===== src/rtl/seven_segment_reader.sv =====
// Seven-segment display reader: samples a multiplexed 4-digit display,
// debounces each digit dwell, decodes glyphs to hex nibbles and presents
// a complete frame with a valid/ack handshake.
module seven_segment_reader #(
  parameter int STABLE_CYCLES = 4
) (
  input  logic        clk,
  input  logic        reset,
  input  logic        a,
  input  logic        b,
  input  logic        c,
  input  logic        d,
  input  logic        e,
  input  logic        f,
  input  logic        g,
  input  logic [3:0]  an,
  input  logic        frame_ack,
  output logic [15:0] digits,
  output logic [3:0]  digit_err,
  output logic        frame_valid
);

  localparam logic [7:0] LAST = 8'(STABLE_CYCLES - 1);

  typedef enum logic {COLLECT, HOLD} state_t;

  state_t          state_q, state_d;
  logic [10:0]     s_q, s_prev;
  logic [7:0]      cnt;
  logic            taken;
  logic [3:0]      mask, mask_d;
  logic [3:0][3:0] slots, slot_d;
  logic [3:0]      errs, err_d;

  logic [3:0] an_s;
  logic [6:0] seg_s;
  logic       changed, one_hot, accept, complete, exit_hold;
  logic [3:0] dec_nib;
  logic       dec_bad;

  assign an_s      = s_q[10:7];
  assign seg_s     = s_q[6:0];
  assign changed   = (s_q != s_prev);
  assign one_hot   = (an_s != 4'h0) && ((an_s & (an_s - 4'h1)) == 4'h0);
  // Counter still reflects the old dwell in a change cycle, so gate on !changed.
  assign accept    = !changed && (cnt == LAST) && !taken && one_hot && (state_q == COLLECT);
  assign complete  = accept && (mask_d == 4'hF);
  assign exit_hold = (state_q == HOLD) && frame_valid && frame_ack;

  // Glyph decode of {g,f,e,d,c,b,a}; unknown glyphs flag an error and give 0.
  always_comb begin
    dec_bad = 1'b0;
    case (seg_s)
      7'h3F: dec_nib = 4'h0;
      7'h06: dec_nib = 4'h1;
      7'h5B: dec_nib = 4'h2;
      7'h4F: dec_nib = 4'h3;
      7'h66: dec_nib = 4'h4;
      7'h6D: dec_nib = 4'h5;
      7'h7D: dec_nib = 4'h6;
      7'h07: dec_nib = 4'h7;
      7'h7F: dec_nib = 4'h8;
      7'h6F: dec_nib = 4'h9;
      7'h77: dec_nib = 4'hA;
      7'h7C: dec_nib = 4'hB;
      7'h39: dec_nib = 4'hC;
      7'h5E: dec_nib = 4'hD;
      7'h79: dec_nib = 4'hE;
      7'h71: dec_nib = 4'hF;
      default: begin
        dec_nib = 4'h0;
        dec_bad = 1'b1;
      end
    endcase
  end

  // Next slot/error/mask contents; the completing digit is bypassed into the frame copy.
  always_comb begin
    slot_d = slots;
    err_d  = errs;
    mask_d = mask;
    if (accept) begin
      for (int i = 0; i < 4; i++) begin
        if (an_s[i]) begin
          slot_d[i] = dec_nib;
          err_d[i]  = dec_bad;
          mask_d[i] = 1'b1;
        end
      end
    end
  end

  // Frame FSM next state.
  always_comb begin
    state_d = state_q;
    case (state_q)
      COLLECT: if (complete)  state_d = HOLD;
      HOLD:    if (exit_hold) state_d = COLLECT;
      default: state_d = COLLECT;
    endcase
  end

  // State register.
  always_ff @(posedge clk or posedge reset) begin
    if (reset) state_q <= COLLECT;
    else       state_q <= state_d;
  end

  // Input sampling and dwell tracking (counter keeps running in HOLD).
  always_ff @(posedge clk or posedge reset) begin
    if (reset) begin
      s_q    <= '0;
      s_prev <= '0;
      cnt    <= '0;
      taken  <= 1'b0;
    end else begin
      s_q    <= {an, g, f, e, d, c, b, a};
      s_prev <= s_q;
      if (changed)          cnt <= '0;
      else if (cnt != LAST) cnt <= cnt + 8'd1;
      // A dwell stable at HOLD exit is marked consumed so it is not re-captured.
      if (changed)                        taken <= 1'b0;
      else if (exit_hold || cnt == LAST)  taken <= 1'b1;
    end
  end

  // Slot capture and frame presentation.
  always_ff @(posedge clk or posedge reset) begin
    if (reset) begin
      slots       <= '0;
      errs        <= '0;
      mask        <= '0;
      digits      <= '0;
      digit_err   <= '0;
      frame_valid <= 1'b0;
    end else begin
      slots <= slot_d;
      errs  <= err_d;
      if (complete) begin
        digits      <= slot_d;
        digit_err   <= err_d;
        mask        <= '0;
        frame_valid <= 1'b1;
      end else begin
        mask <= mask_d;
        if (exit_hold) frame_valid <= 1'b0;
      end
    end
  end

endmodule


===== config.mk =====
export PLATFORM = sky130hd
export DESIGN_NAME = seven_segment_reader
export DESIGN_NICKNAME = d
export VERILOG_FILES = /design/src/rtl/seven_segment_reader.sv
export SDC_FILE = /design/constraint.sdc
export NUM_CORES = 1
export LEC_CHECK = 0
export ABC_AREA = 0
export CAP_MARGIN = 10
export CELL_PAD_IN_SITES_DETAIL_PLACEMENT = 2
export CELL_PAD_IN_SITES_GLOBAL_PLACEMENT = 2
export CORE_ASPECT_RATIO = 0.6
export CORE_MARGIN = 2
export CORE_UTILIZATION = 38
export DETAILED_ROUTE_END_ITERATION = 7
export HOLD_SLACK_MARGIN = 0.1
export PLACE_DENSITY = 0.84
export RECOVER_POWER = 25
export SYNTH_ARGS = -nofsm -noshare
export SYNTH_HDL_FRONTEND = slang
export SYNTH_SLANG_ARGS = --single-unit

===== constraint.sdc =====
create_clock -name clk -period 3.55 [get_ports clk]
set_clock_uncertainty 0.15 [all_clocks]
set_input_delay 0.5325 -clock clk [delete_from_list [all_inputs] [get_ports clk]]
set_output_delay 0.5325 -clock clk [all_outputs]
set_load 0.01 [all_outputs]

==> reports/qor.csv <==
metric,value,unit
numClockSinks,77,
critPathSlowestCell,nor4b_1,
hold_viol_final,0,
root_buffer,clkbuf_16,
core_area,8490,µm²
setup.worst_path.end_class,register,
clock_path_buffers,2,
layout.nets,317,
finalSetupTns,0,ns
slew_headroom,-0.103,
maxCapViolCount,1,
p_per_area,474,nW/µm²
tritoncts,done,
holdPathStages,1,
fin_util,0.479,
hold_end,slots[2],
crit_type,register to register,
cpMostUsedCell,mux2_2,
synth-async-reset-ratio,1.00,
overflow,0,
vdd_drop_max,0.000280,V
io_pins,35,
hp-start,slots[2],
synth.most_common_cell,dfrtp_1,
synth_top_area_share,0.580,
critPathMaxFanout,12,
die_w,125,µm
syn_to_final_growth,22.4,%
r2r_cells,7,
synth_area,3320,µm²
worstSetupStartpointType,register,
ys_types,49,
clock_latency,0.35,ns
vias,2272,
synth_nets,278,
path_clk_slew,0.06,ns
antennaDiodeCount,0,
synth_common_cells,"dfrtp_1, mux2_2, nor2_1, xor2_1, nand2_1",
post_cts_buffers,0,
synthTopCellsByArea,"dfrtp_1, mux2_2, xor2_1, nor2_1, nand2_1",
yosysTopAreaCell,dfrtp_1,
n_fill_cell,825,
synth_edf_count,0,
reg2reg_slack,0.41,ns
post-route-period-util,0.885,
timing.rr.end,digit_err[3],
rows,26,
max_freq,318,MHz
rr_startpoint,s_q[2],
start_util,0.391,
htreeDepth,3,
synth-seq-cells,77,
dr.pass1.iters,4,
violations,"capacitance limit, slew limit",
die_h,76.4,µm
period_needed,3.14,ns
grt_antenna_before_repair,0,
multi_input_area,1320,µm²
vias_per_cell,5.42,
required,3.68,ns
regArea,1930,µm²
gp_congestion,0.889,
tightest_slew,1.65,ns
gr-usage-met2,0.289,
status,finished with violations,
grt_max_degree,39,
postRouteAntennaNets,0,
arrival,3.28,ns
routed_wl,8.64,mm
finalMaxSlewViolations,30,
hold_buffers,0,
first_iter_violations,97,
busiest_layer,met2,
synth_warnings,0,
p_leak,1.82,nW
synth.yosys.seq_area_share,0.580,
rsz0062_at_grt,no,
dieArea,9530,µm²
grt_util_met3,0.0597,
syn_area_per_cell,12.6,µm²
hp-class,register to register,
syn_inst,263,
drive_gt1_frac,0.192,
path_cells,clkbuf_1 > or3b_2 > o32ai_1 > or2_0 > nor4b_1 > mux2_2 > mux2_2,
grt_util_met1,0.281,
ctsResizeCount,0,
setup_violations,0,
dp_hpwl,5.78,mm
grt_pass1_wl,14.5,mm
io_buffer_count,34,
grt_pass1_vias,2514,
synthFlopType,dfrtp_1,
slowest_delay,0.89,ns
cts_made_buffers,9,
wl_per_cell,20.6,µm
drc,0,
gr-usage-all-layers,0.200,
layout make-up:
cell class | count | area share
inverter | 5 | 0.00462
timing repair buffer | 39 | 0.0911
sequential | 77 | 0.474
tap | 112 | 0.0345
multi-input combinational | 170 | 0.323
clock inverter | 3 | 0.0111
clock buffer | 13 | 0.0615
critical path, delay by kind of cell (launching register included):
kind	cells	cell delay [ns]
compound gates	1	0.11
buf+inv	1	0.43
flops	1	0.37
mux	2	0.49
simple gates	3	1.52
sequential cells by signal (all words and copies together) (netlist names), 4 cells and up:
name       cells
digits        16
slots         16
s_prev        11
s_q           11
cnt            8
digit_err      4
errs           4
mask           4
layer usage:
metal | up-vias | wire length (µm)
met2 | 51 | 3790
met4 | 0 | 148
met1 | 1182 | 4320
li1 | 1026 | -
met3 | 13 | 379
met5 | - | 0
cells in the final DEF (no fill, tap or decap), types with 4 or more instances in the layout:
cell type and instances:
a21oi_1 8, nor3b_1 4, o21ai_0 7, xnor2_1 4, inv_1 5, clkbuf_16 9
clkdlybuf4s50_1 22, nor3_1 5, xor2_1 15, o22ai_1 4, mux2_2 36, dlygate4sd3_1 12
nor4b_1 4, nor2_1 15, dfrtp_1 77, nand2_1 13, nand3_1 8, clkbuf_1 5
nor4_1 4
worst max-delay path by stage:
stage               startpoint            to  slack (ns)  cells after the start
detailed placement      s_q[3]     digits[3]        0.43                      6
CTS                     s_q[3]     digits[0]        0.40                      6
global route            s_q[2]  digit_err[3]        0.22                      7
finish                  s_q[2]  digit_err[3]        0.41                      7
floorplan                reset        cnt[0]        0.90                      1
global placement        s_q[1]  digit_err[3]        0.59                      6
per-stage QoR:
step	total power, mW	hold WS, ns	instance area, µm²	worst slack, ns	std cells
floorplan	0.979	0.224	3320	0.901	263
global placement	1.02	0.326	3780	0.592	403
detailed placement	1.02	0.333	3780	0.428	403
CTS	1.96	0.286	4070	0.403	419
global route	2.01	0.359	4070	0.216	419
finish	1.93	0.344	4070	0.408	419
cells by family after synthesis:
group                    count (synthesis)  synth area share
XOR/XNOR                                19            0.0501
AND/OR/NAND/NOR                         79             0.150
buffers and inverters                   16            0.0241
AO/OA/AOI/OAI                           34            0.0674
adder cells (fa/ha/maj)                  1           0.00377
multiplexers                            37             0.125
flip-flops                              77             0.580
power by group:
group | internal [mW] | switching, mW | leakage (nW)
Clock | 0.564 | 0.360 | 0.136
Sequential | 0.892 | 0.0303 | 1.02
Combinational | 0.0323 | 0.0488 | 0.657
Power figures use the tool's default switching activity.
